### src/rtl/vt_term_engine.sv
// rtl/vt_term_engine.sv - VT52-style terminal byte engine driving a scrolling character cell memory
// Control bytes and escape sequences move the cursor; printables write one cell; scroll/erase runs a cell clear.
module vt_term_engine #(
  parameter int COLS = 80,
  parameter int ROWS = 24,
  parameter int AW   = 11,
  localparam int CW  = $clog2(COLS),
  localparam int RW  = $clog2(ROWS)
) (
  input  logic          clk,
  input  logic          reset,
  input  logic          in_valid,
  input  logic [7:0]    in_data,
  output logic          in_ready,
  input  logic          autowrap,
  output logic          mem_we,
  output logic [AW-1:0] mem_addr,
  output logic [7:0]    mem_wdata,
  output logic [CW-1:0] cur_x,
  output logic [RW-1:0] cur_y_mem,
  output logic [RW-1:0] topline,
  output logic          bell
);

  typedef enum logic [1:0] {IDLE, WRITE, CLEAR} state_t;

  localparam logic [CW-1:0] X_MAX    = CW'(COLS - 1);
  localparam logic [RW-1:0] Y_MAX    = RW'(ROWS - 1);
  localparam logic [AW-1:0] LAST_COL = AW'(COLS - 1);
  localparam logic [AW-1:0] LAST_CELL = AW'(COLS * ROWS - 1);

  state_t        state, state_n;
  logic [RW-1:0] cur_y, cy_n, top_n;
  logic [CW-1:0] cx_n;
  logic          esc, esc_n, wrap_pending, wrap_n, wrap_en, wen_n, wr_after, wa_n, bell_n;
  logic [1:0]    addr_mode, am_n;
  logic [7:0]    wr_data, wd_n, param;
  logic [AW-1:0] clr_addr, ca_n, clr_end, ce_n, cur_addr;
  logic [RW-1:0] top_inc, top_dec;
  logic [CW:0]   tab;

  function automatic logic [AW-1:0] row_base(input logic [RW-1:0] r);
    return AW'(r) * AW'(COLS);
  endfunction

  function automatic logic [RW-1:0] phys_row(input logic [RW-1:0] y, input logic [RW-1:0] t);
    logic [RW:0] s;
    s = {1'b0, y} + {1'b0, t};
    if (s >= (RW+1)'(ROWS)) s = s - (RW+1)'(ROWS);
    return s[RW-1:0];
  endfunction

  assign cur_y_mem = phys_row(cur_y, topline);
  assign cur_addr  = row_base(cur_y_mem) + AW'(cur_x);
  assign top_inc   = (topline == Y_MAX) ? '0 : topline + 1'b1;
  assign top_dec   = (topline == '0) ? Y_MAX : topline - 1'b1;
  assign param     = in_data - 8'h20;
  assign tab       = ({1'b0, cur_x} & ~(CW+1)'(7)) + (CW+1)'(8);

  // Reset parks the FSM in CLEAR over the whole screen; the strobe is held off until release.
  assign in_ready  = (state == IDLE);
  assign mem_we    = (state != IDLE) && !reset;
  assign mem_addr  = (state == CLEAR) ? clr_addr : cur_addr;
  assign mem_wdata = (state == WRITE) ? wr_data : 8'h00;

  always_comb begin
    state_n = state;   cx_n = cur_x;     cy_n = cur_y;        top_n = topline;
    esc_n   = esc;     am_n = addr_mode; wrap_n = wrap_pending; wen_n = wrap_en;
    wd_n    = wr_data; wa_n = wr_after;  ca_n = clr_addr;     ce_n = clr_end;
    bell_n  = 1'b0;
    case (state)
      IDLE: if (in_valid) begin
        if (addr_mode == 2'd1) begin
          am_n = 2'd2; wrap_n = 1'b0;
          if (in_data >= 8'h20 && 32'(param) < ROWS) cy_n = param[RW-1:0];
        end else if (addr_mode == 2'd2) begin
          am_n = 2'd0; wrap_n = 1'b0;
          if (in_data >= 8'h20) cx_n = (32'(param) >= COLS) ? X_MAX : param[CW-1:0];
        end else if (esc) begin
          esc_n = 1'b0; wrap_n = 1'b0;
          case (in_data)
            8'h41: if (cur_y != '0) cy_n = cur_y - 1'b1;
            8'h42: if (cur_y != Y_MAX) cy_n = cur_y + 1'b1;
            8'h43: if (cur_x != X_MAX) cx_n = cur_x + 1'b1;
            8'h44: if (cur_x != '0) cx_n = cur_x - 1'b1;
            8'h48: begin cx_n = '0; cy_n = '0; end
            8'h49: if (cur_y != '0) cy_n = cur_y - 1'b1;
                   else begin
                     top_n = top_dec; ca_n = row_base(top_dec);
                     ce_n = row_base(top_dec) + LAST_COL; state_n = CLEAR;
                   end
            8'h4A: begin ca_n = cur_addr; ce_n = row_base(top_dec) + LAST_COL; state_n = CLEAR; end
            8'h4B: begin ca_n = cur_addr; ce_n = row_base(cur_y_mem) + LAST_COL; state_n = CLEAR; end
            8'h59: am_n = 2'd1;
            default: ;
          endcase
        end else if (in_data >= 8'h20 && in_data <= 8'h7E) begin
          wd_n = in_data; wen_n = autowrap; state_n = WRITE;
          if (wrap_pending) begin
            // Deferred wrap: CR+LF first, scrolling through a line clear when on the bottom line.
            wrap_n = 1'b0; cx_n = '0;
            if (cur_y == Y_MAX) begin
              top_n = top_inc; ca_n = row_base(topline);
              ce_n = row_base(topline) + LAST_COL; wa_n = 1'b1; state_n = CLEAR;
            end else cy_n = cur_y + 1'b1;
          end
        end else begin
          case (in_data)
            8'h07: begin bell_n = 1'b1; wrap_n = 1'b0; end
            8'h08: begin wrap_n = 1'b0; if (cur_x != '0) cx_n = cur_x - 1'b1; end
            8'h09: begin wrap_n = 1'b0; cx_n = (32'(tab) > COLS - 1) ? X_MAX : tab[CW-1:0]; end
            8'h0D: begin wrap_n = 1'b0; cx_n = '0; end
            8'h1B: begin wrap_n = 1'b0; esc_n = 1'b1; end
            8'h0A: begin
              wrap_n = 1'b0;
              if (cur_y != Y_MAX) cy_n = cur_y + 1'b1;
              else begin
                top_n = top_inc; ca_n = row_base(topline);
                ce_n = row_base(topline) + LAST_COL; state_n = CLEAR;
              end
            end
            default: ;
          endcase
        end
      end
      WRITE: begin
        state_n = IDLE;
        if (cur_x != X_MAX) cx_n = cur_x + 1'b1;
        else if (wrap_en) wrap_n = 1'b1;
      end
      default: begin
        if (clr_addr == clr_end) begin
          state_n = wr_after ? WRITE : IDLE;
          wa_n = 1'b0;
        end else begin
          ca_n = (clr_addr == LAST_CELL) ? '0 : clr_addr + 1'b1;
        end
      end
    endcase
  end

  always_ff @(posedge clk or posedge reset) begin
    if (reset) begin
      state <= CLEAR;   cur_x <= '0;     cur_y <= '0;        topline <= '0;
      esc <= 1'b0;      addr_mode <= '0; wrap_pending <= 1'b0; wrap_en <= 1'b0;
      wr_data <= '0;    wr_after <= 1'b0; clr_addr <= '0;    clr_end <= LAST_CELL;
      bell <= 1'b0;
    end else begin
      state <= state_n; cur_x <= cx_n;   cur_y <= cy_n;      topline <= top_n;
      esc <= esc_n;     addr_mode <= am_n; wrap_pending <= wrap_n; wrap_en <= wen_n;
      wr_data <= wd_n;  wr_after <= wa_n; clr_addr <= ca_n;  clr_end <= ce_n;
      bell <= bell_n;
    end
  end

endmodule
### config.mk
export PLATFORM = sky130hd
export DESIGN_NAME = vt_term_engine
export DESIGN_NICKNAME = d
export VERILOG_FILES = /design/src/rtl/vt_term_engine.sv
export SDC_FILE = /design/constraint.sdc
export NUM_CORES = 1
export LEC_CHECK = 0
export ABC_AREA = 0
export ABC_CLOCK_PERIOD_IN_PS = 5550
export CAP_MARGIN = 5
export CORE_MARGIN = 2
export CORE_UTILIZATION = 61
export CTS_BUF_LIST = sky130_fd_sc_hd__clkbuf_4
export DETAILED_ROUTE_END_ITERATION = 12
export GPL_TIMING_DRIVEN = 0
export PLACE_DENSITY = 0.84
export SYNTH_ARGS = -nofsm -noshare
export SYNTH_HDL_FRONTEND = slang
export SYNTH_SLANG_ARGS = --single-unit
### constraint.sdc
create_clock -name clk -period 5.55 [get_ports clk]
set_input_delay 1.11 -clock clk [delete_from_list [all_inputs] [get_ports clk]]
set_output_delay 1.11 -clock clk [all_outputs]
set_load 0.03 [all_outputs]
# Yosys cells after proc, flatten, opt, wreduce, memory -nomap -nowiden
# Index checks and enable logic that the tools add are counted.
# word_totals
reg_bits	56
latchBits	0
ram_bits	0
romBits	0
out_inout_bits	39
word_cells	236
n_memories	0
# op_classes
add_sub_neg	15
multipliers	3
div_mod_pow	0
order_cmp	6
eq_ne	59
shift	0
n_mux	106
bitwise	4
reduce_logical	30
# ops
cell	n
two-way mux 11 bit	20
two-way mux 5 bit	21
two-way mux 7 bit	11
equality test 8 x 7 -> 1 bit, second input constant	9
case mux 11 bit (2 select lines)	2
case mux 7 bit (3 select lines)	2
adder 11 x 7 -> 11 bit, second input constant	3
case mux 11 bit (3 select lines)	1
equality test 8 x 4 -> 1 bit, second input constant	4
two-way mux 2 bit	15
two-way mux 1 bit	27
multiplier 5 x 3 -> 7 bit, second input constant	3
AND reduction 10 bit	2
inequality test 2 bit, second input constant	9
AND reduction 9 bit	2
inequality test 4 bit, second input constant	4
case mux 5 bit (3 select lines)	1
case mux 7 bit (2 select lines)	1
inequality test 4 x 3 -> 1 bit, second input constant	3
inequality test 6 x 2 -> 1 bit, second input constant	2
nonzero test 3 bit	4
adder 11 x 1 -> 11 bit, second input constant	1
adder 11 x 7 -> 11 bit	1
equality test 11 bit	1
other kinds (49)	74

# Longest topological paths before layout
# logic_depth
ltp_word	11
mapped_depth	16

# Worst setup path before layout
# OpenSTA, ideal clock, no wires.
# synth_timing
path_kind	flip-flop to output port
from	register topline[0]
to	output port mem_addr[9]
arrival_time_ns	4.686
path_slack_ns	-0.246
stages_incl_launch_ff	14
cell_sequence	dfrtp_1 -> ha_1 -> fa_1 -> a21o_1 -> a21oi_2 -> a31oi_1 -> o31ai_1 -> ha_1 -> ha_1 -> fa_1 -> nand2_1 -> nor2_1 -> xor2_1 -> o21ai_0
# synth_between
elab_chain_len	6
word_cells_on_any_way	7
# synth_lines
element	line	text
start: declaration	21	output logic [RW-1:0] topline,
start signal: assignment	149	state <= state_n; cur_x <= cx_n; cur_y <= cy_n; topline <= top_n;
adder 5 x 5 -> 6 bit *	48	s = {1'b0, y} + {1'b0, t};
subtractor 5 bit or greater-or-equal comparator 6 x 5 -> 1 bit (tied branches)	49	if (s >= (RW+1)'(ROWS)) s = s - (RW+1)'(ROWS);
two-way mux 5 bit *	49	
via cur_y_mem[3]	20	output logic [RW-1:0] cur_y_mem,
multiplier 5 x 3 -> 7 bit *	43	return AW'(r) * AW'(COLS);
adder 11 x 7 -> 11 bit *	54	assign cur_addr = row_base(cur_y_mem) + AW'(cur_x);
two-way mux 11 bit *	63	assign mem_addr = (state == CLEAR) ? clr_addr : cur_addr;
end: declaration	17	output logic [AW-1:0] mem_addr,
# The timed path passes the listed nets; every way through them passes the cells marked *.

# Worst setup path after layout
# layout_timing
from	register topline[0]
to	output port mem_addr[9]
# layout_between
elab_chain_len	6
word_cells_on_any_way	7
# layout_lines
element	line
adder 5 x 5 -> 6 bit *	48
subtractor 5 bit or greater-or-equal comparator 6 x 5 -> 1 bit (tied branches)	49
two-way mux 5 bit *	49
multiplier 5 x 3 -> 7 bit *	43
adder 11 x 7 -> 11 bit *	54
two-way mux 11 bit *	63
# Every way passes the cells marked *; elsewhere a longest branch is shown, timed or not.

==> flow_metrics.env <==
export IMPL_portBuffers=46
export IMPL_first_pass_iters=5
export IMPL_whs_ns=0.501
export IMPL_ys_ff_latch=52
export IMPL_wl_per_cell_um=19.8
export IMPL_grt_start_max_net_pins=34
export IMPL_grt_usage=0.350
export IMPL_holdCritPathClass="flip-flop to flip-flop"
export IMPL_dp_hpwl_mm=13.5
export IMPL_antenna_found_initial=0
export IMPL_synth_top_family_by_area="simple AND/OR/NAND/NOR gates"
export IMPL_timing_final_hold_violations=0
export IMPL_p_leak_nw=2.74
export IMPL_p_per_area_nw_per_um2=100
export IMPL_path_delay_family="adder cells"
export IMPL_gp_congestion=0.993
export IMPL_pre_cts_ws_ns=-0.0925
export IMPL_synth_xor_area_frac=0.0717
export IMPL_peakVddDrop_mv=0.0879
export IMPL_num_vias=5803
export IMPL_io_pin_count=51
export IMPL_yosysWarningCount=0
export IMPL_critPathBufInv=1
export IMPL_crit_required_ns=4.44
export IMPL_cts_tree="done"
export IMPL_crit_top_cell="ha_1"
export IMPL_die_h_um=101
export IMPL_drt_iter0_markers=431
export IMPL_min_period_over_period=0.987
export IMPL_finClkSkew_ns=0.0291
export IMPL_die_x_um=101
export IMPL_synth_edf_count=0
export IMPL_fmax_mhz=183
export IMPL_grt_pass1_vias=5573
export IMPL_total_power_mw=0.646
export IMPL_cts_inserted_buffers=5
export IMPL_path_clk_slew_ns=0.18
export IMPL_crit_chain="ha_1 > fa_1 > a21o_1 > a21oi_4 > a31oi_1 > o31ai_2 > ha_1 > ha_1 > fa_2 > nand2_1 > nor2_1 > xor2_1 > o21ai_0 > dlygate4sd2_1"
export IMPL_clock_sink_count=52
export IMPL_worstSetupPathType="flip-flop to output port"
export IMPL_slew_headroom=0.468
export IMPL_drv_slew=0
export IMPL_syn_to_final_growth_pct=13.6
export IMPL_die_area_um2=10100
export IMPL_finalNetCount=831
export IMPL_ant_nets=0
export IMPL_start_util=0.621
export IMPL_netlist_instances=710
export IMPL_fp_coreArea_um2=9150
export IMPL_cp_arrival_ns=4.37
export IMPL_cts_hold_buf=0
export IMPL_cts_buffer_depth=2
export IMPL_fp_row_count=35
export IMPL_yosys_area_share_adder=0.110
export IMPL_critPathMaxFanout=4
export IMPL_setup_viol=0
export IMPL_worstSetupStartpointType="flip-flop"
export IMPL_async_flop_share=1.00
export IMPL_slowest_delay_ns=0.58
export IMPL_drc=0
export IMPL_via_per_inst=6.56
export IMPL_ys_seq_area_frac=0.230
export IMPL_setup_worst_path_end_class="output port"
export IMPL_netlist_area_um2=5690
export IMPL_synthDistinctLibCells=85
export IMPL_ys_flop_type="dfrtp_1"
export IMPL_wirelength_mm=17.5
export IMPL_overflow=0
export IMPL_clk_latency_ns=0.41
export IMPL_htreeDepth=2
export IMPL_avgSynthCellArea_um2=8.01
export IMPL_cpMaxStageDelayCell="fa_2"
export IMPL_yosys_area_share_simple=0.245
export IMPL_drive_gt1_frac=0.137
export IMPL_maxCapViolations=0
export IMPL_synth_compound_area_share=0.223
export IMPL_status="completed"
export IMPL_postSynthNetCount=769
export IMPL_fin_crit_ns=5.48
export IMPL_grt_pass1_wl_mm=28.2
export IMPL_tightest_slew_ns=0.799
export IMPL_cts_root_buf="clkbuf_4"
export IMPL_setup_ws_ns=0.0739
export IMPL_synthMuxAreaShare=0.0583
export IMPL_diodes=0
## cell usage in the layout, fill, tap and decap left out, types with 16 or more instances in the layout
cell type	n
nand3_1	25
nor3_1	21
xnor2_1	25
clkbuf_1	21
nand2_1	74
ha_1	42
clkdlybuf4s50_1	43
nor2_1	50
a21oi_1	37
dfrtp_1	43
o21ai_0	55
xor2_1	18
buf_2	16
mux2_2	16
inv_1	33
## timing repair
| item | in CTS | in global routing |
|---|---|---|
| setup buffers | 1 | 7 |
| gates resized for setup | 9 | 5 |
| setup endpoints to repair | 3 | 2 |
| pin swaps | 2 | 1 |
## worst min-delay path, cell delays in order (launching register included)
cell,delay [ns]
dfrtp_1,0.37
nand2_1,0.04
o21ai_0,0.06
## layer usage
metal,share of wire,vias to the layer above,global-route usage
li1,-,2678,-
met4,0.035,0,0.142
met5,0,-,0
met2,0.47,314,0.572
met3,0.079,52,0.0395
met1,0.42,2759,0.472
## cells in the mapped netlist (all sizes together) (6+ instances only)
cell / instances / area, µm²
dfrtp: 45 / 1130
a31oi: 9 / 71.3
nor3b: 7 / 52.6
o21ai: 58 / 290
a21oi: 40 / 211
mux2i: 14 / 140
and3: 8 / 50.1
nor3: 26 / 156
clkbuf: 21 / 78.8
xor2: 18 / 158
o22ai: 12 / 75.1
ha: 42 / 526
buf: 25 / 143
dfstp: 7 / 184
nand4: 8 / 50.1
and2: 12 / 76.3
xnor2: 26 / 228
nor2b: 10 / 62.6
nor2: 53 / 220
nand3: 25 / 125
mux2: 17 / 191
o21a: 6 / 45.0
nand2b: 10 / 62.6
inv: 35 / 131
nand2: 77 / 297
## where the power goes
| part | switching, mW | internal [mW] |
|---|---|---|
| Sequential | 0.000163 | 0.380 |
| Clock | 0.145 | 0.0535 |
| Combinational | 0.0435 | 0.0238 |
| Total | 0.189 | 0.457 |
## cells by family (layout without fill, tap and decap cells)
group	after synthesis	after routing
adders and majority gates	47	47
muxes	31	31
AOI/OAI and AO/OA	188	188
and+or+nand+nor	266	266
DFF	52	52
xor gates and xnor gates	45	45
buffers and inverters	81	144
## final cells by class
| cell class | count | area, µm² |
|---|---|---|
| multi-input cells | 577 | 4060 |
| clock inverters | 3 | 27.5 |
| plain buffers | 46 | 221 |
| flip-flops and latches | 52 | 1310 |
| clock buffers | 5 | 37.5 |
| fillers | 791 | 2690 |
| well taps | 111 | 139 |
| repair buffers | 55 | 533 |
| inverters | 35 | 131 |
## stage by stage
stage | area [µm²] | instances | TNS, ns | util
2_1_floorplan | 5690 | 710 | 0 | -
3_3_place_gp | 6290 | 867 | 0 | 0.687
3_5_place_dp | 6310 | 868 | -0.0925 | 0.690
4_1_cts | 6400 | 877 | -0.0210 | 0.699
5_1_grt | 6460 | 884 | -0.0434 | 0.706
6_report | 6460 | 884 | 0 | 0.706
## worst paths after layout
path | startpoint | to | slack [ns] | cells past startpoint
setup / recovery | topline[0]$_DFFE_PP0P_ | mem_addr[9] | 0.07 | 14
hold / removal | wr_data[6]$_DFFE_PP0P_ | wr_data[6]$_DFFE_PP0P_ | 0.50 | 2
setup reg to reg | topline[0]$_DFFE_PP0P_ | clr_addr[10]$_DFFE_PP0P_ | 1.35 | 15
hold reg to reg | wr_data[6]$_DFFE_PP0P_ | wr_data[6]$_DFFE_PP0P_ | 0.50 | 2
max in group asynchronous | reset | state[1]$_DFFE_PP1P_ | 3.93 | 3
min in group asynchronous | reset | clr_addr[3]$_DFFE_PP0P_ | 1.03 | 2
## registers in the layout, summed over array words and instances, names as in the netlist
signal and cells:
clr_end 7, wrap_en 1, topline 5, wrap_pending 1
cur_y 5, bell 1, addr_mode 2, cur_x 7
esc 1, wr_after 1, state 2, wr_data 8
clr_addr 11
No activity file was read; power rests on OpenSTA's default activity.
